==> src/rtl/rns_pkg.sv <==
`default_nettype none
// +--------------------------------------------------------------------------+
// | rns_pkg: residue types, modular helpers and FSM states for the RNS FIR   |
// | Revision: 1.0                                                            |
// +--------------------------------------------------------------------------+
package rns_pkg;

    localparam int CH    = 4;
    localparam int RES_W = 8;

    typedef logic [RES_W-1:0] residue_t;
    typedef residue_t [CH-1:0] rns_word_t;

    typedef enum logic [1:0] {
        ST_IDLE = 2'd0,
        ST_MAC  = 2'd1,
        ST_DONE = 2'd2
    } state_t;

    // A single subtract is enough because every 8-bit value is below 2*m for m >= 129.
    function automatic residue_t rns_reduce(input residue_t r, input residue_t m);
        return (r >= m) ? residue_t'(r - m) : r;
    endfunction

    function automatic residue_t mod_add(input residue_t a, input residue_t b, input residue_t m);
        logic [RES_W:0] s;
        s = {1'b0, a} + {1'b0, b};
        if (s >= {1'b0, m}) begin
            s = s - {1'b0, m};
        end
        return s[RES_W-1:0];
    endfunction

    function automatic residue_t mod_mul(input residue_t a, input residue_t b, input residue_t m);
        logic [2*RES_W-1:0] p;
        p = {{RES_W{1'b0}}, a} * {{RES_W{1'b0}}, b};
        return residue_t'(p % {{RES_W{1'b0}}, m});
    endfunction

    function automatic int unsigned gcd(input int unsigned a, input int unsigned b);
        int unsigned u;
        int unsigned v;
        int unsigned t;
        u = a;
        v = b;
        while (v != 0) begin
            t = u % v;
            u = v;
            v = t;
        end
        return u;
    endfunction

endpackage
`default_nettype wire

==> src/rtl/rns_mod_mac.sv <==
`default_nettype none
// +--------------------------------------------------------------------------+
// | rns_mod_mac: one residue channel, registered modular multiply-accumulate |
// | Revision: 1.0                                                            |
// +--------------------------------------------------------------------------+
module rns_mod_mac
    import rns_pkg::*;
#(
    parameter int unsigned M = 233
) (
    input  logic     clk,
    input  logic     rst_n,
    input  logic     clr,
    input  logic     en,
    input  residue_t c,
    input  residue_t d,
    output residue_t acc_nxt
);

    localparam residue_t MR = residue_t'(M);

    residue_t acc_q;
    residue_t acc_d;

    always_comb begin
        acc_d = acc_q;
        if (clr) begin
            acc_d = '0;
        end else if (en) begin
            acc_d = mod_add(acc_q, mod_mul(c, d, MR), MR);
        end
    end

    always_ff @(posedge clk or negedge rst_n) begin
        if (!rst_n) begin
            acc_q <= '0;
        end else begin
            acc_q <= acc_d;
        end
    end

    // The top captures y from the post-tap value so the last tap and y land on one edge.
    assign acc_nxt = acc_d;

endmodule
`default_nettype wire

==> src/rtl/fir_rns_seq.sv <==
`default_nettype none
// +--------------------------------------------------------------------------+
// | fir_rns_seq: time-multiplexed RNS FIR, one MAC per channel, TAPS cycles  |
// | Revision: 1.0                                                            |
// +--------------------------------------------------------------------------+
module fir_rns_seq
    import rns_pkg::*;
#(
    parameter int unsigned M0   = 233,
    parameter int unsigned M1   = 239,
    parameter int unsigned M2   = 241,
    parameter int unsigned M3   = 251,
    parameter int unsigned TAPS = 8,
    localparam int AW           = $clog2(TAPS)
) (
    input  logic          clk,
    input  logic          rst_n,
    input  logic [31:0]   x,
    input  logic          in_valid,
    output logic          in_ready,
    output logic [31:0]   y,
    output logic          out_valid,
    input  logic          out_ready,
    input  logic          coef_we,
    input  logic [AW-1:0] coef_addr,
    input  logic [31:0]   coef_data
);

    localparam int unsigned   MOD [CH] = '{M0, M1, M2, M3};
    localparam logic [AW-1:0] K_LAST   = AW'(TAPS - 1);
    localparam rns_word_t     C0_INIT  = 32'h01010101;

    if (TAPS < 2 || TAPS > 64) begin : g_bad_taps
        $error("fir_rns_seq: TAPS must lie in 2..64");
    end
    if (M0 < 129 || M0 > 255 || M1 < 129 || M1 > 255 ||
        M2 < 129 || M2 > 255 || M3 < 129 || M3 > 255) begin : g_bad_range
        $error("fir_rns_seq: every modulus must lie in 129..255");
    end
    if (gcd(M0, M1) != 1 || gcd(M0, M2) != 1 || gcd(M0, M3) != 1 ||
        gcd(M1, M2) != 1 || gcd(M1, M3) != 1 || gcd(M2, M3) != 1) begin : g_bad_coprime
        $error("fir_rns_seq: moduli must be pairwise coprime");
    end

    state_t        state_q, state_d;
    logic [AW-1:0] k_q, k_d;
    rns_word_t     d_q [TAPS];
    rns_word_t     d_d [TAPS];
    rns_word_t     c_q [TAPS];
    rns_word_t     c_d [TAPS];
    rns_word_t     y_q, y_d;
    rns_word_t     x_red, coef_red, acc_nxt;
    logic          mac_clr, mac_en;
    logic          addr_ok;

    for (genvar g = 0; g < CH; g++) begin : g_ch
        assign x_red[g]    = rns_reduce(x[g*RES_W +: RES_W], residue_t'(MOD[g]));
        assign coef_red[g] = rns_reduce(coef_data[g*RES_W +: RES_W], residue_t'(MOD[g]));

        rns_mod_mac #(
            .M (MOD[g])
        ) u_mac (
            .clk     (clk),
            .rst_n   (rst_n),
            .clr     (mac_clr),
            .en      (mac_en),
            .c       (c_q[k_q][g]),
            .d       (d_q[k_q][g]),
            .acc_nxt (acc_nxt[g])
        );
    end

    // Guards the bank when TAPS is not a power of two.
    assign addr_ok = ({1'b0, coef_addr} < (AW+1)'(TAPS));

    always_comb begin
        state_d = state_q;
        k_d     = k_q;
        d_d     = d_q;
        c_d     = c_q;
        y_d     = y_q;
        mac_clr = 1'b0;
        mac_en  = 1'b0;
        case (state_q)
            ST_IDLE: begin
                if (coef_we && addr_ok) begin
                    c_d[coef_addr] = coef_red;
                end
                if (in_valid) begin
                    d_d[0] = x_red;
                    for (int i = 1; i < TAPS; i++) begin
                        d_d[i] = d_q[i-1];
                    end
                    mac_clr = 1'b1;
                    k_d     = '0;
                    state_d = ST_MAC;
                end
            end
            ST_MAC: begin
                mac_en = 1'b1;
                if (k_q == K_LAST) begin
                    y_d     = acc_nxt;
                    k_d     = '0;
                    state_d = ST_DONE;
                end else begin
                    k_d = k_q + 1'b1;
                end
            end
            ST_DONE: begin
                if (out_ready) begin
                    state_d = ST_IDLE;
                end
            end
            default: state_d = ST_IDLE;
        endcase
    end

    always_ff @(posedge clk or negedge rst_n) begin
        if (!rst_n) begin
            state_q <= ST_IDLE;
            k_q     <= '0;
            y_q     <= '0;
            for (int i = 0; i < TAPS; i++) begin
                d_q[i] <= '0;
                c_q[i] <= (i == 0) ? C0_INIT : '0;
            end
        end else begin
            state_q <= state_d;
            k_q     <= k_d;
            y_q     <= y_d;
            d_q     <= d_d;
            c_q     <= c_d;
        end
    end

    assign in_ready  = (state_q == ST_IDLE);
    assign out_valid = (state_q == ST_DONE);
    assign y         = y_q;

endmodule
`default_nettype wire

==> config.mk <==
export PLATFORM = sky130hd
export DESIGN_NAME = fir_rns_seq
export DESIGN_NICKNAME = d
export VERILOG_FILES = /design/src/rtl/rns_pkg.sv /design/src/rtl/rns_mod_mac.sv /design/src/rtl/fir_rns_seq.sv
export SDC_FILE = /design/constraint.sdc
export NUM_CORES = 2
export LEC_CHECK = 0
export ABC_CLOCK_PERIOD_IN_PS = 23200
export BUFFER_PORTS_ARGS = -buffer_cell sky130_fd_sc_hd__buf_2
export CORE_MARGIN = 5
export CORE_UTILIZATION = 50
export DETAILED_ROUTE_END_ITERATION = 6
export GPL_TIMING_DRIVEN = 0
export PLACE_DENSITY = 0.66
export SLEW_MARGIN = 20
export SYNTH_ARGS = -nofsm -noshare
export SYNTH_HDL_FRONTEND = slang
export SYNTH_SLANG_ARGS = --single-unit
==> constraint.sdc <==
create_clock -name clk -period 23.2 [get_ports clk]
set_input_delay 6.96 -clock clk [delete_from_list [all_inputs] [get_ports clk]]
set_output_delay 6.96 -clock clk [all_outputs]
set_load 0.005 [all_outputs]
* Word level (Yosys, flattened, before mapping)
Index checks and enable logic that the tools add are counted.
** Word-level totals
- Logic and storage cells :: 169
- Output and inout bits :: 34
- Register bits after elaboration :: 581
** Cells by class
- Bitwise logic cells :: 2
- Mux-type cells :: 39
- Equal/unequal tests :: 6
- $mul :: 4
- $lt $le $gt $ge :: 15
- Divide/modulo/power cells :: 4
- $add $sub $neg :: 17
- Reductions and logical operators :: 8
** Operators with widths (count)
- bitwise mux 256 bit :: 1
- binary-select mux 32 bit (select 3 bit) :: 2
- two-way mux 32 bit :: 5
- two-way mux 8 bit :: 20
- demux 32 bit (select 3 bit) :: 1
- subtractor 8 bit, second input constant :: 12
- >= comparator 8 bit, second input constant :: 8
- modulo 16 x 8 -> 16 bit, second input constant :: 4
- multiplier 8 x 8 -> 16 bit :: 4
- adder 8 x 8 -> 9 bit :: 4
- >= comparator 9 x 8 -> 1 bit, second input constant :: 4
- >= comparator 4 bit, second input constant :: 2
- inverter 3 -> 4 bit :: 2
- AND reduction 2 bit :: 4
- two-way mux 2 bit :: 3
- two-way mux 3 bit :: 2
- one-hot mux 2 bit (3 select lines) :: 1
- one-hot mux 3 bit (2 select lines) :: 1
- < comparator 4 x 1 -> 1 bit, second input constant :: 1
- != test 2 bit, second input constant :: 2
- adder 3 x 1 -> 3 bit, second input constant :: 1
- equality test 3 bit, second input constant :: 1
- two-way mux 1 bit :: 3
- AND reduction 3 bit :: 1
- other kinds (6) :: 6

* Longest topological paths before layout
- Depth in word-level cells :: 11
- Depth in mapped cells :: 72
- Depth with buffers taken out :: 62

* By module
Synthesis repeated with hierarchy kept, for this count alone.
** Unflattened totals
- Cell total of the unflattened synthesis :: 5393
- Area, all modules :: 48268.8 µm²
** Modules (own cells, without submodules)
- fir_rns_seq :: area each 24736.2 µm², sequential area each 13743.2 µm², times used 1, cells an instance 2351
- rns_mod_mac (g_ch[0].u_mac) :: area each 6226.0 µm², sequential area each 200.2 µm², times used 1, cells an instance 785
- rns_mod_mac (g_ch[3].u_mac) :: area each 5863.1 µm², sequential area each 200.2 µm², times used 1, cells an instance 764
- rns_mod_mac (g_ch[1].u_mac) :: area each 5811.8 µm², sequential area each 200.2 µm², times used 1, cells an instance 765
- rns_mod_mac (g_ch[2].u_mac) :: area each 5631.7 µm², sequential area each 200.2 µm², times used 1, cells an instance 728

* Least setup slack after synthesis
No wires, ideal clock.
- Path kind :: register to register
- Start point :: reg k_q[0]
- End point :: reg y_q (netlist bit y[1])
- Path slack :: 6.089 ns
- Cell stages (with the launch flop) :: 67
- Setup time :: 0.125 ns
- Data required time :: 23.075 ns
- Arrival time :: 16.987 ns
- Cells stage by stage :: dfrtp_1 > clkbuf_1 > buf_1 > clkbuf_1 > clkbuf_1 > buf_1 > mux4_2 > mux2i_1 > nor2_1 > fa_1 > inv_1 > fa_1 > inv_1 > fa_1 > inv_1 > fa_1 > inv_1 > ha_1 > [... 31 more ...] > and2_1 > xnor2_1 > ha_1 > nand4b_1 > a21oi_2 > o21ai_2 > xnor2_1 > ha_1 > fa_1 > a21o_1 > a21oi_1 > o21ai_0 > xor2_1 > and2_1 > a311oi_1 > mux2i_1 > a211oi_1 > mux2_2
** RTL lines
- start, declared :: line fir_rns_seq.sv:46 : logic [AW-1:0] k_q, k_d;
- start signal, assigned :: line fir_rns_seq.sv:129 : k_q <= k_d;
- end signal, assigned :: line fir_rns_seq.sv:130 : y_q <= y_d;
- end, declared :: line fir_rns_seq.sv:51 : rns_word_t y_q, y_d;

==> impl_metrics.json <==
{
  "run_status": "complete, no violations",
  "tritoncts.num_buffers": 61,
  "drv_slew": 0,
  "syn_avg_cell_area_um2": 8.68,
  "fp.dieH_um": 318,
  "routabilityCongestion": 0.912,
  "syn_to_final_growth_pct": 9.63,
  "worst-r2r-cell-count": 62,
  "critical-path-max-stage-delay_ps": 970,
  "grt_antenna_before_repair": 13,
  "synthDistinctLibCells": 155,
  "final_layout_size_suffix_gt1_frac": 0.115,
  "post-cts-setup-buffers": 0,
  "clk-insertion-delay-late_ps": 690,
  "worstHoldEndpoint": "d_q[204]$_DFFE_PN0P_",
  "synthArstFlopShare": 1.00,
  "number_of_global_route_vias_before_repair": 40700,
  "hold_violations": 0,
  "timing.critical_path.required_ps": 23740,
  "grt.total_usage": 0.277,
  "overflow": 0,
  "timing.hold.worst.start": "d_q[236]$_DFFE_PN0P_",
  "synth_area_um2": 47500,
  "count_of_input_and_output_buffers": 105,
  "worst_hold_path.num_cells": 2,
  "finalClockSkew_ps": 89.3,
  "wire_per_inst_um": 20.7,
  "ys_flop_type": "sky130_fd_sc_hd__dfrtp_1",
  "cts_max_path_buffers": 3,
  "synth_seq_cells": 581,
  "worstPathArrival_ps": 21700,
  "netlist_instances": 5470,
  "grt_start_max_net_pins": 90,
  "worstPathMaxFanout": 10,
  "layout.cells.most_common": "sky130_fd_sc_hd__nand2_1",
  "fmaxAchievable_mhz": 47.3,
  "fin_nets": 6075,
  "timing.max_slew.rel_slack": 0.171,
  "cts.root.buffer_cell": "sky130_fd_sc_hd__clkbuf_16",
  "maxCapViolCount": 0,
  "floorplan.core_area_um2": 94600,
  "h-tree-depth": 2,
  "avgViaCountPerCell": 6.08,
  "max_slew.worst_pin.slew_ps": 1240,
  "floorplan.rows": 113,
  "report.final.setup_viol": 0,
  "initial_core_util": 0.502,
  "finalCriticalPeriod_ps": 21160,
  "clk_pin_slew_ps": 70,
  "chipWidth_um": 318,
  "drt_wl_total_um": 145000,
  "drt-initial-drc-count": 3946,
  "cts.sinks": 581,
  "start_kind": "register",
  "worstReg2RegStart": "k_q[1]$_DFFE_PN0P_",
  "layout_common_cells": "sky130_fd_sc_hd__nand2_1 (1224), sky130_fd_sc_hd__dfrtp_1 (577), sky130_fd_sc_hd__o21ai_0 (433)",
  "cts_tree": "built",
  "min_path_type": "register to register",
  "setup_total_negative_slack_ps": 0,
  "ctsResizeCount": 0,
  "synth_nets": 5899,
  "unrepaired_setup_endpoints_after_global_routing": "false",
  "synth_enable_flop_cells": 0,
  "worst-r2r-setup-slack_ps": 2040,
  "detailroute.via_count": 42400,
  "seq_area_frac_synth": 0.306,
  "yosys_warnings": 0,
  "detail-route-antenna-nets": 0,
  "timing_worst_setup_path_type": "register to register",
  "floorplan.io_pins": 106,
  "dr.pass1.iters": 5,
  "grt_pass1_wl_um": 228000,
  "endpoint_kind": "register",
  "cts_hold_buffers": 0,
  "cp_slowest_cell": "sky130_fd_sc_hd__clkbuf_1",
  "total_die_area_um2": 101000,
  "detailedPlacementHpwl_um": 107000,
  "drcViolationCount": 0,
  "fin_crit_sh": 0.912,
  "timing.rr.end": "y[1]$_DFFE_PN0P_"
}
==> layer usage <==
metal | GRT usage | vias up | part of all wire
met5 | 0 | - | 0.00060
met4 | 0.0875 | 14 | 0.035
met3 | 0.0623 | 280 | 0.084
met2 | 0.437 | 1515 | 0.45
met1 | 0.382 | 20800 | 0.43
li1 | - | 19700 | -
==> final cells by class <==
class | count | area, um^2
flip-flops and latches | 581 | 14500
clock inverters | 23 | 354
diodes | 7 | 17.5
plain buffers | 235 | 985
inverters | 266 | 998
well taps | 1265 | 1580
clock buffers | 89 | 1800
multi-input cells | 4388 | 31000
repair buffers | 113 | 733
fillers | 8600 | 42500
==> sequential cells by signal, summed over array words and instances, names as in the netlist <==
register	cells
d_q	256
g_ch.u_mac.acc_q	32
state_q	2
y	32
c_q	256
k_q	3
==> cell usage after synthesis, drive strengths merged, types with 25 or more instances <==
master / count / area (um^2)
a211o: 29 / 255
a211oi: 50 / 423
a21o: 58 / 437
a21oi: 201 / 1070
a31oi: 84 / 608
and2: 44 / 278
and3: 39 / 244
buf: 55 / 275
clkbuf: 180 / 679
dfrtp: 577 / 14400
fa: 148 / 2960
ha: 209 / 2620
inv: 265 / 995
mux2: 36 / 420
mux2i: 89 / 916
mux4: 128 / 2880
nand2: 1229 / 4630
nand2b: 47 / 297
nand3: 126 / 641
nand4: 27 / 181
nor2: 388 / 1470
nor2b: 43 / 269
nor3: 88 / 467
nor4: 31 / 239
o211ai: 40 / 344
o21a: 39 / 298
o21ai: 490 / 2500
o31ai: 25 / 235
or2: 47 / 299
or3: 40 / 270
xnor2: 161 / 1470
xor2: 62 / 551
==> critical path, delay by kind of cell (launching register included) <==
| kind | cells | cell delay [ps] |
|---|---|---|
| compound gates | 20 | 6370 |
| fa+ha+maj | 9 | 3470 |
| flops | 1 | 530 |
| xor+xnor | 5 | 1750 |
| mux | 4 | 1950 |
| buf+inv | 11 | 3740 |
| simple gates | 13 | 3200 |
==> cell families after synthesis <==
| logic type | count (synthesis) | synth area share |
|---|---|---|
| adders and majority gates | 364 | 0.119 |
| AOI/OAI and AO/OA | 1339 | 0.195 |
| DFF | 581 | 0.306 |
| and+or+nand+nor | 2209 | 0.207 |
| muxes | 253 | 0.0889 |
| xor gates and xnor gates | 223 | 0.0426 |
| buffers and inverters | 501 | 0.0411 |
==> per-stage QoR <==
step,hold slack [ps],instance area [um^2],util,setup slack (ps),instances
after floorplan,441,47500,-,6090,5470
after global placement,453,49600,0.524,1680,6840
after detailed placement,459,49800,0.527,2580,6847
after CTS,443,52000,0.550,2480,6959
after global routing,475,52000,0.550,925,6963
final,446,52000,0.550,2040,6967
==> worst max path at each step <==
stage                        from          endpoint  cells past startpoint
6_report       k_q[1]$_DFFE_PN0P_  y[1]$_DFFE_PN0P_                     62
2_1_floorplan  k_q[0]$_DFFE_PN0P_  y[1]$_DFFE_PN0P_                     66
4_1_cts        k_q[0]$_DFFE_PN0P_  y[1]$_DFFE_PN0P_                     62
3_3_place_gp   k_q[0]$_DFFE_PN0P_  y[1]$_DFFE_PN0P_                     62
3_5_place_dp   k_q[1]$_DFFE_PN0P_  y[1]$_DFFE_PN0P_                     62
5_1_grt        k_q[0]$_DFFE_PN0P_  y[1]$_DFFE_PN0P_                     65
Power is left out: the tool's default activity adds up to more than one toggle a clock period on the data nets, which glitch-free logic cannot reach.
